<file path="config.mk">
export PLATFORM = sky130hd
export DESIGN_NAME = apb_master_ctrl
export DESIGN_NICKNAME = d
export VERILOG_FILES = /design/src/rtl/apb_master_ctrl.sv
export SDC_FILE = /design/constraint.sdc
export NUM_CORES = 1
export LEC_CHECK = 0
export ABC_AREA = 1
export CORE_MARGIN = 5
export CORE_UTILIZATION = 45
export DETAILED_ROUTE_END_ITERATION = 7
export DONT_BUFFER_PORTS = 1
export GPL_TIMING_DRIVEN = 0
export SETUP_SLACK_MARGIN = 0.5
export SLEW_MARGIN = 25
export SYNTH_ARGS = -nofsm -noshare
export SYNTH_HDL_FRONTEND = slang
export SYNTH_SLANG_ARGS = --single-unit
</file>
<file path="constraint.sdc">
create_clock -name clk -period 2.5 [get_ports clk]
set_clock_uncertainty 0.2 [all_clocks]
set_input_delay 0.75 -clock clk [delete_from_list [all_inputs] [get_ports clk]]
set_output_delay 0.75 -clock clk [all_outputs]
set_load 0.1 [all_outputs]
</file>
<file path="src/rtl/apb_master_ctrl.sv">
// apb_master_ctrl: APB requester stage.
// Accepts one read/write command at a time over a valid/ready handshake and
// sequences it through the APB SETUP and ACCESS phases. It returns exactly one
// response per command. Misaligned or out-of-range commands are answered
// locally, and no APB transfer is issued for them.
// Optional feature: define APB_TIMEOUT_EN to abort an ACCESS phase after
// TIMEOUT_CYCLES cycles without pready.
module apb_master_ctrl #(
   parameter int ADDR_WIDTH = 32,
   parameter int DATA_WIDTH = 32,
   parameter logic [ADDR_WIDTH-1:0] ADDR_LIMIT = 32'h0000_FFFF
`ifdef APB_TIMEOUT_EN
   ,
   parameter int TIMEOUT_CYCLES = 16
`endif
) (
   input  logic                    clk,
   input  logic                    rstn,
   input  logic                    cmd_valid,
   output logic                    cmd_ready,
   input  logic                    cmd_write,
   input  logic [ADDR_WIDTH-1:0]   cmd_addr,
   input  logic [DATA_WIDTH-1:0]   cmd_wdata,
   input  logic [DATA_WIDTH/8-1:0] cmd_strb,
   input  logic [2:0]              cmd_prot,
   output logic                    rsp_valid,
   output logic [DATA_WIDTH-1:0]   rsp_rdata,
   output logic                    rsp_master_error,
   output logic                    rsp_other_error,
   output logic [ADDR_WIDTH-1:0]   paddr,
   output logic                    psel,
   output logic                    penable,
   output logic                    pwrite,
   output logic [DATA_WIDTH-1:0]   pwdata,
   output logic [DATA_WIDTH/8-1:0] pstrb,
   output logic [2:0]              pprot,
   input  logic                    pready,
   input  logic [DATA_WIDTH-1:0]   prdata,
   input  logic                    pslverr
);

   localparam int STRB_WIDTH = DATA_WIDTH / 8;

   typedef enum logic [1:0] {
      IDLE   = 2'd0,
      SETUP  = 2'd1,
      ACCESS = 2'd2,
      RESP   = 2'd3
   } state_t;

   state_t state_r;

`ifdef APB_TIMEOUT_EN
   localparam int CNT_WIDTH = $clog2(TIMEOUT_CYCLES + 1);
   logic [CNT_WIDTH-1:0] wait_cnt_r;
`endif

   // A command is rejected locally if it is not aligned to the bus width or
   // if it lies above the legal address window.
   function automatic logic cmd_reject(input logic [ADDR_WIDTH-1:0] addr);
      logic misaligned;
      misaligned = (addr % ADDR_WIDTH'(STRB_WIDTH)) != {ADDR_WIDTH{1'b0}};
      return misaligned || (addr > ADDR_LIMIT);
   endfunction

   wire reject_s = cmd_reject(cmd_addr);

   // Control FSM. All handshake, APB and response outputs are registered here.
   always_ff @(posedge clk or negedge rstn) begin
      if (!rstn) begin
         state_r          <= IDLE;
         cmd_ready        <= 1'b1;
         rsp_valid        <= 1'b0;
         rsp_rdata        <= {DATA_WIDTH{1'b0}};
         rsp_master_error <= 1'b0;
         rsp_other_error  <= 1'b0;
         paddr            <= {ADDR_WIDTH{1'b0}};
         psel             <= 1'b0;
         penable          <= 1'b0;
         pwrite           <= 1'b0;
         pwdata           <= {DATA_WIDTH{1'b0}};
         pstrb            <= {STRB_WIDTH{1'b0}};
         pprot            <= 3'b000;
`ifdef APB_TIMEOUT_EN
         wait_cnt_r       <= {CNT_WIDTH{1'b0}};
`endif
      end else begin
         case (state_r)
            IDLE: begin
               if (cmd_valid) begin
                  cmd_ready <= 1'b0;
                  if (reject_s) begin
                     // Answer locally. The APB outputs keep their last values
                     // and psel stays low.
                     state_r          <= RESP;
                     rsp_valid        <= 1'b1;
                     rsp_master_error <= 1'b1;
                     rsp_other_error  <= 1'b0;
                     rsp_rdata        <= {DATA_WIDTH{1'b0}};
                  end else begin
                     // The APB output registers double as the command register.
                     state_r <= SETUP;
                     psel    <= 1'b1;
                     penable <= 1'b0;
                     paddr   <= cmd_addr;
                     pwrite  <= cmd_write;
                     pwdata  <= cmd_wdata;
                     pstrb   <= cmd_write ? cmd_strb : {STRB_WIDTH{1'b0}};
                     pprot   <= cmd_prot;
                  end
               end else begin
                  cmd_ready <= 1'b1;
               end
            end
            SETUP: begin
               state_r <= ACCESS;
               penable <= 1'b1;
`ifdef APB_TIMEOUT_EN
               wait_cnt_r <= {CNT_WIDTH{1'b0}};
`endif
            end
            ACCESS: begin
               if (pready) begin
                  state_r         <= RESP;
                  psel            <= 1'b0;
                  penable         <= 1'b0;
                  rsp_valid       <= 1'b1;
                  rsp_other_error <= pslverr;
                  rsp_rdata       <= (!pwrite && !pslverr) ? prdata : {DATA_WIDTH{1'b0}};
               end else begin
`ifdef APB_TIMEOUT_EN
                  // This cycle is the last permitted wait cycle, so abort now.
                  if (wait_cnt_r == CNT_WIDTH'(TIMEOUT_CYCLES - 1)) begin
                     state_r         <= RESP;
                     psel            <= 1'b0;
                     penable         <= 1'b0;
                     rsp_valid       <= 1'b1;
                     rsp_other_error <= 1'b1;
                     rsp_rdata       <= {DATA_WIDTH{1'b0}};
                  end else begin
                     wait_cnt_r <= wait_cnt_r + CNT_WIDTH'(1);
                  end
`else
                  state_r <= ACCESS;
`endif
               end
            end
            RESP: begin
               state_r          <= IDLE;
               cmd_ready        <= 1'b1;
               rsp_valid        <= 1'b0;
               rsp_rdata        <= {DATA_WIDTH{1'b0}};
               rsp_master_error <= 1'b0;
               rsp_other_error  <= 1'b0;
            end
            default: begin
               state_r   <= IDLE;
               cmd_ready <= 1'b1;
               rsp_valid <= 1'b0;
               psel      <= 1'b0;
               penable   <= 1'b0;
            end
         endcase
      end
   end

endmodule
</file>
# Yosys cells after proc, flatten, opt, wreduce, memory -nomap -nowiden
# Cells that the tools add are included.
# W data, S select, Z words.
totals:
  ram_bits: 0
  out_inout_bits: 110
  memories: 0
  latch_bits: 0
  rom_bits: 0
  elab_cells: 65
  regBits: 112
  inputBits: 109
classes:
  div: 0
  n_lt_le_gt_ge: 1
  n_eq_ne: 7
  shifts: 0
  add_sub_neg: 0
  reduce_logical: 15
  bitwise: 1
  n_mul: 0
  muxes: 28
op_table:
  columns: ["op", "n"]
  rows:
  - ["$mux W32", 4]
  - ["$pmux W32 S3", 1]
  - ["$gt A32 B16 Y1 const B", 1]
  - ["$reduce_bool A32 Y1", 1]
  - ["$mux W1", 13]
  - ["$reduce_and A4 Y1", 3]
  - ["$pmux W1 S3", 3]
  - ["$ne A2 B2 Y1 const B", 4]
  - ["$pmux W2 S4", 1]
  - ["$pmux W1 S2", 3]
  - ["$reduce_and A3 Y1", 2]
  - ["$reduce_bool A3 Y1", 2]
  - ["$eq A2 B2 Y1 const B", 2]
  - ["$mux W2", 2]
  - ["$mux W4", 1]
  - ["$reduce_bool A2 Y1", 2]
  - ["$eq A2 B1 Y1 const B", 1]
  - ["$logic_not A1 Y1", 2]
  - ["$logic_not A2 Y1", 1]
  - ["$logic_and A1 B1 Y1", 1]
  - ["$logic_or A1 B1 Y1", 1]
  - ["$not A1 Y1", 1]

# Logic depth before layout (Yosys ltp)
# Gate-level depths: netlist of run 1.
logic_depth:
  word_depth: 5
  ltp_mapped: 11
  depth_no_buf: 9

# Worst setup path after synthesis of run 1
# No wires, ideal clock.
synth_timing:
  path_kind: "input -> register"
  start: "input port cmd_addr[29]"
  end: "register rsp_rdata[10]"
  required_time_ns: 2.226
  arrival_ns: 1.698
  setup_ns: 0.074
  stages: 9
  setup_slack_ns: 0.527
  n_path_buf: 2
  cell_sequence: "nor2_1 nand3_1 nor2_4 nand3_4 nand2_2 buf_6 buf_6 nand2_1 o21ai_2"
synth_via:
  elab_chain_cells: 4
synth_lines:
  columns: ["item", "line_no", "rtl"]
  rows:
  - ["from (decl)", "22", "input logic [ADDR_WIDTH-1:0] cmd_addr,"]
  - ["$gt A32 B16 Y1", "63", "return misaligned || (addr > ADDR_LIMIT);"]
  - ["$logic_or A1 B1 Y1", "63", null]
  - ["$ne A2 B2 Y1 (no line)", null, null]
  - ["$reduce_and A4 Y1 (no line)", null, null]
  - ["to (signal assigned)", "74", "rsp_rdata <= {DATA_WIDTH{1'b0}};"]
  - ["to (signal assigned)", "99", "rsp_rdata <= {DATA_WIDTH{1'b0}};"]
  - ["to (signal assigned)", "129", "rsp_rdata <= (!pwrite && !pslverr) ? prdata : {DATA_WIDTH{1'b0}};"]
  - ["to (decl)", "27", "output logic [DATA_WIDTH-1:0] rsp_rdata,"]
# Every way passes these cells.
# A chain may end at the register's enable or synchronous reset.

# Worst setup path after layout of run 1
layout_timing:
  start: "register cmd_ready"
  end: "output port cmd_ready"
layout_rtl:
  columns: ["item", "line_no", "rtl"]
  rows:
  - ["from (decl)", "20", "output logic cmd_ready,"]
  - ["from (signal assigned)", "72", "cmd_ready <= 1'b1;"]
  - ["from (signal assigned)", "91", "cmd_ready <= 1'b0;"]
  - ["from (signal assigned)", "112", "cmd_ready <= 1'b1;"]
# No word-level cell between the ends.

==> run_results.csv, run 1 <==
group,metric,value,unit
place,dp_cells,625,
layout,fillers,874,
grt,grt_antenna_before_repair,0,
grt,first_global_vias,3284,
outcome,status,"finished, violations left",
timing,whs,-0.151,ns
routing,drc,0,
place,io_buffers,0,
floorplan,core_region_area,9770,µm²
pwr,pwr-share-clk,0.171,
floorplan,die_w,110,µm
routing,wl_per_cell,17.6,µm
setup_path,crit_path_max_fanout,2,
pwr,p_comb_frac,0.185,
synth,yosys_register_bits,112,
synth,yosys.area.top_type_share,0.617,
cts,cts_buffers,9,
synth,synth-simple-area-share,0.255,
synth,synth_top_family_by_area,"simple AND/OR/NAND/NOR gates",
routing,highest_layer,"met4",
layout,drive_gt1_frac,0.351,
synth,seq_area_frac_synth,0.623,
place,gp_congestion,0.752,
pwr,intPower,3.22,mW
routing,drt_iter0_drc,138,
synth,synth.mux.area_fraction,0,
timing,setup_viol,0,
routing,via_count,3257,
pwr,ir_worst_vdd,678,µV
synth,synth_cell_types,26,
setup_path,cp-end-kind,"primary output",
floorplan,pin_count,219,
synth,synth_xor_area_frac,0,
synth,syn_area,4500,µm²
pwr,p_seq_frac,0.645,
pwr,switchingPower,3.48,mW
pwr,p_leak,2.49,nW
timing,hold_viol_final,111,
timing,slew_headroom,0.743,
timing,maxSlewViolCount,0,
cts,cts_buffer_depth,2,
synth,ys.warnings.count,0,
floorplan,fp.dieArea,12100,µm²
layout,multiInputGateArea,1470,µm²
synth,syn_area_per_cell,9.14,µm²
run,maxCapViolCount,0,
timing,final.setup.tns,0,ns
routing,wirelength,11400,µm
setup_path,critPathKind,"flip-flop to primary output",
place,dp_hpwl,8120,µm
cts,clk_pin_slew,0.11,ns
timing,post-route-period-util,0.848,
setup_path,cp_data_arrival_time,1.17,ns
layout,layout_commonest_cell,"nand2_1",
setup_path,startpoint_type,"flip-flop",
setup_path,crit_required,1.55,ns
timing,max_slew.worst_pin.slew,0.385,ns
synth,synth_area_leaders,"dfrtp_1 62%, nand2_1 21%, inv_1 2.3%",
cts,ctsRootBufferMaster,"clkbuf_8",
timing,rsz0062_at_grt,"yes",
routing,ant_nets,0,
pwr,p_total,6.70,mW
grt,grt_use_total,0.182,
grt,grt-ovfl-total,0,
cts,cts_sinks,112,
layout,final_cells,646,
grt,grt_max_degree,113,
timing,max_freq,0.472,GHz
outcome,violations,"hold timing",
layout,final_cell_area,5360,µm²
routing,met1_length,4190,µm
grt,grt_pass1_wl,16800,µm
pwr,p_sw_frac,0.520,
layout,n_antenna_cell,0,
layout,fin_util,0.548,
place,dpl_cell_area,4670,µm²
routing,wl_met2,5490,µm
routing,drt_pass1_iterations,4,
synth,synth-compound-area-share,0.0578,
layout,final_nets,621,
synth,synthAdderAreaFrac,0.0111,
routing,post_drt_via_cell_ratio,5.04,
cts,cts_tree,"built",
layout,area_growth,19.0,%
floorplan,start_util,0.460,
synth,synth_top_area_cell,"dfrtp_1",
floorplan,rows,36,
synth,syn_nets,605,
layout,layout_common_cells,"255 x nand2_1, 109 x dfrtp_4, 23 x inv_1, 15 x o21ai_1, 11 x o21ai_2",
hold_path,hold_class,"input pin to async pin",
timing,min_period,2.12,ns
pwr,powerDensity,1250,nW/µm²
routing,routed-wl-met3,1540,µm
layout,regArea,3220,µm²
synth,synth_cells,492,
cts,htree_levels,3,
cts,clk_latency,0.37,ns
floorplan,fp.dieH,110,µm
## state kept, by name (all words and copies together), names as in the netlist
name / count
penable: 1
state_r: 2
rsp_master_error: 1
rsp_other_error: 1
rsp_valid: 1
pstrb: 4
paddr: 32
psel: 1
pprot: 3
pwdata: 32
rsp_rdata: 32
pwrite: 1
cmd_ready: 1
## per-layer routing
layer  vias up  GRT usage
met5         -          0
li1       1535          -
met4         0     0.0579
met1      1539      0.220
met2       170      0.283
met3        13     0.0920
## layout make-up
cell class / count / share of cell area
sequential: 112 / 0.601
multi-input combinational: 329 / 0.274
tap: 133 / 0.0311
buffer: 23 / 0.0283
clock buffer: 10 / 0.0257
inverter: 28 / 0.0201
clock inverter: 6 / 0.0138
timing repair buffer: 5 / 0.00654
## final timing paths
path	startpoint	to	slack, ns	depth (start not counted)
max reg2reg	state_r[1]	rsp_rdata[7]	0.56	10
max in group asynchronous	rstn	cmd_ready	2.03	0
min in group clk	cmd_valid	cmd_ready	0.26	1
max	cmd_ready	cmd_ready	0.38	0
min reg2reg	state_r[0]	state_r[0]	0.40	2
min	rstn	rsp_rdata[29]	-0.15	0
## cells in the mapped netlist
cell type / count
nand2_1: 255
dfrtp_1: 111
inv_1: 27
o21ai_1: 15
o21ai_2: 11
clkbuf_1: 10
nor2_1: 10
o21ai_0: 9
nand3_1: 8
buf_2: 5
buf_4: 5
ha_1: 4
buf_6: 3
nand4_1: 3
nor2_4: 3
a31oi_1: 2
nand2_2: 2
a21oi_1: 1
a31oi_2: 1
dfstp_2: 1
inv_2: 1
nand3_4: 1
nand4_2: 1
nor3_4: 1
o21bai_1: 1
o22ai_1: 1
## cells by family (layout without fill, tap and decap cells)
kind of cell | count (synthesis) | after routing
adders and majority gates | 4 | 4
DFF | 112 | 112
and+or+nand+nor | 284 | 284
buffers and inverters | 51 | 72
AOI/OAI and AO/OA | 41 | 41
## power by group through the flow
stage	clock network (mW)	logic, mW	registers, mW
after floorplan	0	0.908	4.09
after global placement	0	1.09	4.16
after detailed placement	0	1.12	4.17
after CTS	1.17	1.16	4.32
after global routing	1.25	1.39	4.36
final	1.14	1.24	4.32
## through the flow
step,hold WS (ns),worst slack (ns)
floorplan,0.254,0.527
global placement,0.257,0.201
detailed placement,0.257,0.156
CTS,-0.165,0.356
global route,-0.189,0.341
finish,-0.151,0.381
## repair_timing
item / CTS / global route
setup endpoints to repair: 205 / 138
pin swaps: 0 / 2
gates cloned: 0 / 1
hold endpoints to repair: 111 / 111
resized for setup: 224 / 19
buffers inserted: 2 / 2
## worst reg2reg max path, delay by kind of cell (launching register included)
| family | cells | cell delay, ns |
|---|---|---|
| compound gates | 3 | 0.31 |
| simple gates | 2 | 0.18 |
| flops | 1 | 0.41 |
| fa+ha+maj | 1 | 0.20 |
| buf+inv | 4 | 0.53 |
Power figures use the tool's default switching activity.
==> run 2, diff against run 1 <==
- clock period: 2.5 -> 2.1 ns (I/O delays scaled with it)
==> run 2 against run 1 <==
The flow still finishes with violations (hold timing). Non-clock buffer count grew 41. Sequential share of layout area shrank 14 points. Cell area grew 30%. Register-to-register slack lost 0.40 ns. Clock-buffer cell count grew 1. First-iteration DRC count grew 29%. Global-route usage grew 3.8 points. Die area is the same. Worst setup slack lost 0.28 ns. Critical path depth is the same. Final cell count grew 6.7%. Via count grew 9.9%.
==> run_results.csv, run 2 (synthesized netlist as in run 1, its figures left out) <==
group,metric,value,unit
cts,ctsRootBufferMaster,"clkbuf_8",
cts,cts_buffers,9,
layout,final_cell_area,6970,µm²
cts,cts_tree,"built",
setup_path,crit_path_max_fanout,2,
timing,whs,-0.257,ns
setup_path,startpoint_type,"flip-flop",
cts,htree_levels,3,
pwr,powerDensity,1400,nW/µm²
pwr,p_leak,3.19,nW
setup_path,r2r-end,"rsp_rdata[19]",
place,io_buffers,0,
hold_path,hold_class,"input pin to async pin",
layout,layout_commonest_cell,"nand2_1",
layout,layout_common_cells,"124 x nand2_1, 109 x dfrtp_4, 81 x nand2_2, 52 x nand2_4, 22 x o21ai_2",
pwr,ir_worst_vdd,1020,µV
grt,first_global_vias,3781,
place,gp_congestion,0.765,
outcome,status,"finished, violations left",
layout,top_regs,"paddr (32), pwdata (32), rsp_rdata (32)",
setup_path,critPathKind,"flip-flop to primary output",
layout,drive_gt1_frac,0.703,
run,maxCapViolCount,0,
timing,post-route-period-util,0.950,
setup_path,cp-end-kind,"primary output",
cts,clk_latency,0.37,ns
setup_path,worstReg2RegStart,"state_r[0]",
cts,cts_sinks,112,
routing,via_count,3581,
setup_path,reg2reg_depth,11,
floorplan,start_util,0.460,
place,dp_hpwl,8130,µm
grt,grt_antenna_before_repair,0,
routing,ant_nets,0,
timing,slew_headroom,0.758,
grt,grt-ovfl-total,0,
cts,clk_pin_slew,0.10,ns
floorplan,fp.dieH,110,µm
place,dp_cells,625,
timing,max_freq,0.501,GHz
routing,drc,0,
grt,grt_use_total,0.219,
timing,fin_ws,0.105,ns
place,dpl_cell_area,4900,µm²
grt,grt_pass1_wl,20200,µm
layout,final_cells,689,
setup_path,cp_data_arrival_time,1.16,ns
timing,rsz0062_at_grt,"yes",
setup_path,crit_required,1.27,ns
routing,wl_per_cell,19.7,µm
floorplan,core_region_area,9770,µm²
routing,drt_iter0_drc,178,
place,post-place-ws,-0.0710,ns
setup_path,r2r_setup_slack,0.16,ns
layout,final_nets,664,
layout,area_growth,54.9,%
timing,hold_viol_final,112,
floorplan,die_w,110,µm
layout,n_antenna_cell,0,
routing,post_drt_via_cell_ratio,5.20,
timing,maxSlewViolCount,0,
outcome,violations,"hold timing",
timing,setup_viol,0,
floorplan,pin_count,219,
timing,min_period,1.99,ns
floorplan,rows,36,
layout,fillers,700,
routing,wirelength,13600,µm
timing,final.setup.tns,0,ns
cts,cts_buffer_depth,2,
routing,drt_pass1_iterations,4,
timing,max_slew.worst_pin.slew,0.363,ns
grt,grt_max_degree,113,
floorplan,fp.dieArea,12100,µm²
## run 2: metrics by stage
| stage | utilization | total power, mW |
|---|---|---|
| 6_report | 0.713 | 9.75 |
| 5_1_grt | 0.713 | 10.1 |
| 4_1_cts | 0.664 | 9.43 |
| 3_5_place_dp | 0.501 | 6.49 |
| 3_3_place_gp | 0.501 | 6.46 |
| 2_1_floorplan | - | 6.12 |
## run 2: worst max-delay path by stage
stage                       from       endpoint  cells after the start
CTS                    cmd_ready      cmd_ready                      0
global placement    cmd_addr[16]     pwdata[29]                      7
global route          state_r[1]  rsp_rdata[27]                     11
finish                 cmd_ready      cmd_ready                      0
floorplan            cmd_addr[0]  rsp_rdata[10]                      9
detailed placement  cmd_addr[16]     pwdata[21]                      7
## run 2: layout make-up
| cell class | count | area (µm²) | area share |
|---|---|---|---|
| Clock buffer | 11 | 141 | 0.0203 |
| Timing Repair Buffer | 46 | 698 | 0.100 |
| Tap cell | 133 | 166 | 0.0239 |
| Clock inverter | 5 | 85.1 | 0.0122 |
| Buffer | 23 | 327 | 0.0468 |
| Inverter | 28 | 105 | 0.0151 |
| Multi-Input combinational cell | 331 | 2230 | 0.320 |
| Sequential cell | 112 | 3220 | 0.461 |
## run 2: worst register-to-register path: cells and delay by family, from the launching register on
family | cells | cell delay (ns)
buf+inv | 5 | 0.58
fa+ha+maj | 1 | 0.22
compound gates | 3 | 0.29
simple gates | 2 | 0.17
flops | 1 | 0.38
## run 2: report_power, final
part	total, mW	internal [mW]	switching [mW]
logic	3.08	1.61	1.48
registers	5.21	2.67	2.54
clock network	1.46	0.715	0.747
total	9.75	4.99	4.76
## run 2: repair_timing
item | 4_1_cts | 5_1_grt
gates resized for setup | 285 | 135
setup buffers | 23 | 7
gates cloned | 18 | 0
setup endpoints to repair | 217 | 221
pin swaps | 29 | 19
endpoints found under the hold margin | 112 | 112
## run 2: metal layers
| metal | share of wire | vias to the layer above | global-route usage |
|---|---|---|---|
| met5 | 0 | - | 0 |
| met4 | 0.014 | 0 | 0.0775 |
| met3 | 0.10 | 14 | 0.0780 |
| met2 | 0.53 | 151 | 0.371 |
| met1 | 0.36 | 1773 | 0.258 |
| li1 | - | 1643 | - |
==> run 3, diff against run 2 <==
- CAP_MARGIN: default -> 10
- SLEW_MARGIN: 25 -> 20
==> results of run 3 <==
Same layout as run 2: the final DEF is identical, and so are final timing and power.
